==> src/rtl/pc_unit.sv <==
// Program-counter unit: PC register, next-PC selection, return-address stack,
// trap/eret path with saved EPC, and misaligned-target rejection.
module pc_unit #(
   parameter int               WIDTH     = 32,
   parameter logic [WIDTH-1:0] RESET_VEC = '0,
   parameter logic [WIDTH-1:0] TRAP_VEC  = 'h80,
   parameter int               RAS_DEPTH = 4
) (
   input  logic                         clk,
   input  logic                         RST,
   input  logic                         pcWrite,
   input  logic [2:0]                   sel,
   input  logic [15:0]                  immd16,
   input  logic [25:0]                  immd26,
   input  logic [WIDTH-1:0]             rs,
   input  logic                         trap,
   output logic [WIDTH-1:0]             pc,
   output logic [WIDTH-1:0]             newpc,
   output logic [WIDTH-1:0]             epc,
   output logic [WIDTH-1:0]             ras_top,
   output logic [$clog2(RAS_DEPTH):0]   ras_count,
   output logic                         ras_match,
   output logic                         addr_err
);

   localparam int PW = $clog2(RAS_DEPTH);
   localparam int CW = PW + 1;
   localparam logic [WIDTH-1:0] FOUR = 'd4;
   localparam logic [CW-1:0]    FULL = CW'(RAS_DEPTH);

   localparam logic [2:0] SEL_NEXT   = 3'd0;
   localparam logic [2:0] SEL_REL    = 3'd1;
   localparam logic [2:0] SEL_ABS    = 3'd2;
   localparam logic [2:0] SEL_RS     = 3'd3;
   localparam logic [2:0] SEL_CALL   = 3'd4;
   localparam logic [2:0] SEL_RETURN = 3'd5;
   localparam logic [2:0] SEL_ERET   = 3'd6;

   logic [WIDTH-1:0] ras_mem [RAS_DEPTH];
   // ptr addresses the next free slot; the top entry sits just below it.
   logic [PW-1:0]    ptr;
   logic [PW-1:0]    top_idx;
   logic [WIDTH-1:0] ext;
   logic [WIDTH-1:0] pc4;
   logic             misaligned;

   assign ext        = {{(WIDTH-16){immd16[15]}}, immd16};
   assign pc4        = pc + FOUR;
   assign top_idx    = ptr - PW'(1);
   assign misaligned = (newpc[1:0] != 2'b00);
   assign ras_top    = (ras_count != '0) ? ras_mem[top_idx] : '0;

   always_comb begin
      newpc = pc4;
      case (sel)
         SEL_REL:             newpc = pc4 + (ext << 2);
         SEL_ABS, SEL_CALL:   newpc = {pc[WIDTH-1:28], immd26, 2'b00};
         SEL_RS, SEL_RETURN:  newpc = rs;
         SEL_ERET:            newpc = epc;
         default:             newpc = pc4;
      endcase
   end

   always_ff @(posedge clk) begin
      if (RST) begin
         pc        <= RESET_VEC;
         epc       <= '0;
         ptr       <= '0;
         ras_count <= '0;
         ras_match <= 1'b0;
         addr_err  <= 1'b0;
      end else begin
         ras_match <= 1'b0;
         addr_err  <= 1'b0;
         if (trap) begin
            epc <= pc;
            pc  <= TRAP_VEC;
         end else if (pcWrite) begin
            if (misaligned) begin
               epc      <= pc;
               pc       <= TRAP_VEC;
               addr_err <= 1'b1;
            end else begin
               pc <= newpc;
               if (sel == SEL_CALL) begin
                  // When full, ptr already addresses the oldest entry.
                  ras_mem[ptr] <= pc4;
                  ptr          <= ptr + PW'(1);
                  if (ras_count != FULL) ras_count <= ras_count + CW'(1);
               end else if (sel == SEL_RETURN && ras_count != '0) begin
                  ptr       <= top_idx;
                  ras_count <= ras_count - CW'(1);
                  ras_match <= (ras_mem[top_idx] == rs);
               end
            end
         end
      end
   end

endmodule

==> config.mk <==
export PLATFORM = sky130hd
export DESIGN_NAME = pc_unit
export DESIGN_NICKNAME = d
export VERILOG_FILES = /design/src/rtl/pc_unit.sv
export SDC_FILE = /design/constraint.sdc
export NUM_CORES = 1
export LEC_CHECK = 0
export ABC_AREA = 1
export BUFFER_PORTS_ARGS = -buffer_cell sky130_fd_sc_hd__buf_2
export CAP_MARGIN = 0
export CORE_MARGIN = 8
export CORE_UTILIZATION = 30
export DETAILED_ROUTE_END_ITERATION = 16
export HOLD_SLACK_MARGIN = 0.15
export PLACE_DENSITY = 0.54
export SLEW_MARGIN = 20
export SYNTH_ARGS = -nofsm -noshare
export SYNTH_HDL_FRONTEND = slang
export SYNTH_SLANG_ARGS = --single-unit
==> constraint.sdc <==
create_clock -name clk -period 7.65 [get_ports clk]
set_input_delay 0.765 -clock clk [delete_from_list [all_inputs] [get_ports clk]]
set_output_delay 0.765 -clock clk [all_outputs]
set_load 0.1 [all_outputs]
==> impl_results.md <==
- Run status: finished, final reports clean
- Final wirelength: 51,700 um
- IO Count: 214
- Total count of hold-check failures in the final report: 0
- Worst slew margin relative to its limit: 0.354
- Overall die area: 47,300 um^2
- # H-tree levels: 4
- GRT Util Overall: 0.210
- Cell area after placement: 13,800 um^2
- Largest stage delay on the critical path: 0.70 ns
- Post-route fraction of the period consumed by the critical path: 0.719
- R2R Setup Slk: 3.52 ns
- Source of the worst register-to-register timing path: pc[3]
- Clock tree from TritonCTS: done
- CTS-repair resized insts: 0
- Die Span X: 218 um
- Maximum number of pins on one net before global-route repair: 69
- Number of clock sinks: 199
- Max-cap violation count: 0
- Min Tclk post-route: 5.50 ns
- Kind of end point of the critical path: primary output
- Die height: 218 um
- Critical-path cell list: ha_1 > nand2_1 > nor2_1 > inv_1 > nor2_1 > xor2_1 > ha_1 > nand2_1 > inv_1 > nand2_1 > nand2_1 > a21oi_1 > nand2_1 > nand3_1 > nand2_1 > nand2_1 > nand3_1 > a21boi_0 > buf_2
- Crit path top cell by count: nand2_1
- Via count of the first global-routing pass: 11,598
- Number of setup buffers added after CTS: 0
- Final Skew: 0.0199 ns
- Worst Reg-to-Reg Cells: 18
- Post-route cell area: 14,400 um^2
- Largest voltage drop on the vdd net: 0.000153 V
- Crit path DAT: 4.74 ns
- Detailed Routing Iterations Pass 1: 6
- Total congestion overflow: 0
- Detailed router's first-iteration violation count: 1,264
- Post-synthesis sequential area ratio: 0.432
- Avg Synthesized Cell Area: 7.40 um^2
- Min-Delay Path Class: reg -> reg
- Post-synthesis net count: 1,767
- Final worst hold slack: 0.482 ns
- Layout cells sized above 1: 0.156
- Count of fill cells added during filler insertion: 4,247
- Sort of element at the start of the critical path: flip-flop
- Syn-to-layout area delta: 17.9%
- Total of flip-flops plus latches after synthesis: 199
- Number of antenna violations at the first check in global routing: 2
- Clock root buffer: clkbuf_16
- Type of the setup path with the least slack: reg -> out
- Clk Latency, worst-skew pair: 0.46 ns
- Worst Path Required: 6.88 ns
- Top fanout value on the critical path: 6
- Actual slew at the worst max-slew pin: 0.968 ns
- Static Leak: 6.52 nW
- Number of max-slew violations in the final report: 0
- Starting density of the core: 0.301
- Clock buffer depth: 2
- Endpoint of the worst hold path: epc[1]
- Port Buffers: 213
- Number of distinct library cells after synthesis: 50
- Number of buffer and inverter stages on the critical path: 3
- Detailed-route wire length per cell: 21.7 um
- Num CTS Buffers: 17
- Syn Inst Count: 1,647
- Detail Placement HPWL: 40,600 um
- Final routed DRC violation total: 0
- Hold Path Cell Cnt: 2
- Total number of yosys warnings: 0
- Area of the mapped netlist: 12,200 um^2
- Top cell family by delay on the critical path: simple AND/OR/NAND/NOR gates
- Clock-pin slew reported for the worst setup and hold paths after clock tree synthesis: 0.08 ns
- Power density over cell area: 199 nW/um^2
- Launch instance of the worst min-delay path: epc[1]
- Post-DRT Antenna Nets: 0
- Fmax: 182 MHz
- Worst reg2reg path endpoint: pc[15]
- # nets final: 1,952
- Most common cell after layout, fill and taps aside: nand2_1
- Cell at the slowest stage of the critical path: xor2_1
- Wire length of the first global-routing pass: 74,400 um
- Core box area: 40,500 um^2
- Commonest cells after routing, fill and taps aside: 504 x nand2_1, 213 x buf_2, 181 x inv_1
- Fin Setup TNS: 0 ns
- Global placer's final weighted congestion: 1.01
- Via count: 12,299
- Via-to-Cell Ratio: 5.17
- Std-Cell Rows: 74
- Unrepaired setup endpoints after global routing: false
- Number of buffers inserted for hold repair after clock tree synthesis: 0
- Final setup violation count: 0
-- worst register-to-register path, cell delays in order, from the launching register on --
cell and delay, ns:
dfxtp_1 0.42, ha_1 0.28, nand2_1 0.11, nor2_1 0.21, inv_1 0.09, nor2_1 0.30
xor2_1 0.70, ha_1 0.44, nand2_1 0.18, inv_1 0.06, nand2_1 0.06, nand2_1 0.07
a21oi_1 0.12, nand2_1 0.17, or2_2 0.32, nand3_1 0.15, nand2_1 0.07, o211ai_1 0.16
o21ai_1 0.11
-- flip-flops by register name (all words and copies together) (netlist names) --
signal	cells
addr_err	1
epc	32
pc	32
ptr	2
ras_count	3
ras_match	1
ras_mem	128
-- synthesized netlist by cell type, drive strengths merged --
master,count,share of area
nand2,506,0.16
inv,187,0.058
nor2,173,0.055
nand3,146,0.060
edfxtp,128,0.32
a21oi,84,0.034
dfxtp,71,0.12
o21ai,69,0.029
ha,37,0.038
xor2,34,0.024
clkbuf,32,0.010
buf,27,0.013
nand4,26,0.013
o211ai,20,0.012
nor3,17,0.0074
a22oi,14,0.0086
a21boi,9,0.0055
or2,9,0.0046
and2,8,0.0041
o22a,8,0.0057
nand3b,6,0.0040
o22ai,6,0.0031
xnor2,5,0.0036
o21bai,4,0.0025
a211oi,3,0.0018
a32o,3,0.0025
a21o,2,0.0012
a22o,2,0.0014
clkinv,2,0.00062
fa,2,0.0033
nor4,2,0.0010
o2111ai,2,0.0014
a32oi,1,0.00072
and3,1,0.00051
o21a,1,0.00062
-- logic make-up after synthesis --
family          share of synthesized area
compound gates                      0.111
flops                               0.432
fa+ha+maj                          0.0413
buf+inv                            0.0809
xor+xnor                           0.0280
simple gates                        0.307
-- power breakdown --
part	internal, mW	total (mW)	switching [mW]
combinational	0.135	0.729	0.594
clock	0.475	0.957	0.482
sequential	1.15	1.17	0.0194
total	1.76	2.86	1.10
-- per-stage QoR --
stage                util  worst slack [ns]  power [mW]  instances
finish              0.355              2.15        2.86       2378
floorplan               -              1.29        1.72       1647
global route        0.355              1.85        2.94       2377
CTS                 0.355              2.28        2.86       2377
global placement    0.340              2.54        1.92       2345
detailed placement  0.340              2.63        1.92       2345
-- worst max-delay path by stage --
stage	from	to	slack (ns)	cells after the start
6_report	pc[3]	newpc[23]	2.15	19
3_5_place_dp	sel[1]	newpc[15]	2.63	10
3_3_place_gp	sel[1]	newpc[15]	2.54	10
5_1_grt	pc[4]	newpc[28]	1.85	17
2_1_floorplan	pc[3]	newpc[26]	1.29	19
4_1_cts	pc[4]	newpc[28]	2.28	17
-- area by class of cell --
class | count | area [um^2] | area share
timing repair buffer | 225 | 1160 | 0.0805
tap | 532 | 666 | 0.0463
multi-input combinational | 1200 | 5960 | 0.414
clock buffer | 17 | 425 | 0.0296
inverter | 189 | 709 | 0.0494
sequential | 199 | 5270 | 0.367
clock inverter | 15 | 188 | 0.0131
antenna | 1 | 2.50 | 0.000174
-- routing by layer --
layer | wire length [um] | up-vias | GRT usage
met5 | 0 | - | 0
met4 | 1760 | 0 | 0.0757
met3 | 5260 | 75 | 0.0549
met2 | 22600 | 628 | 0.319
met1 | 22000 | 5785 | 0.284
li1 | - | 5811 | -
(Power assumes the default switching activity.)
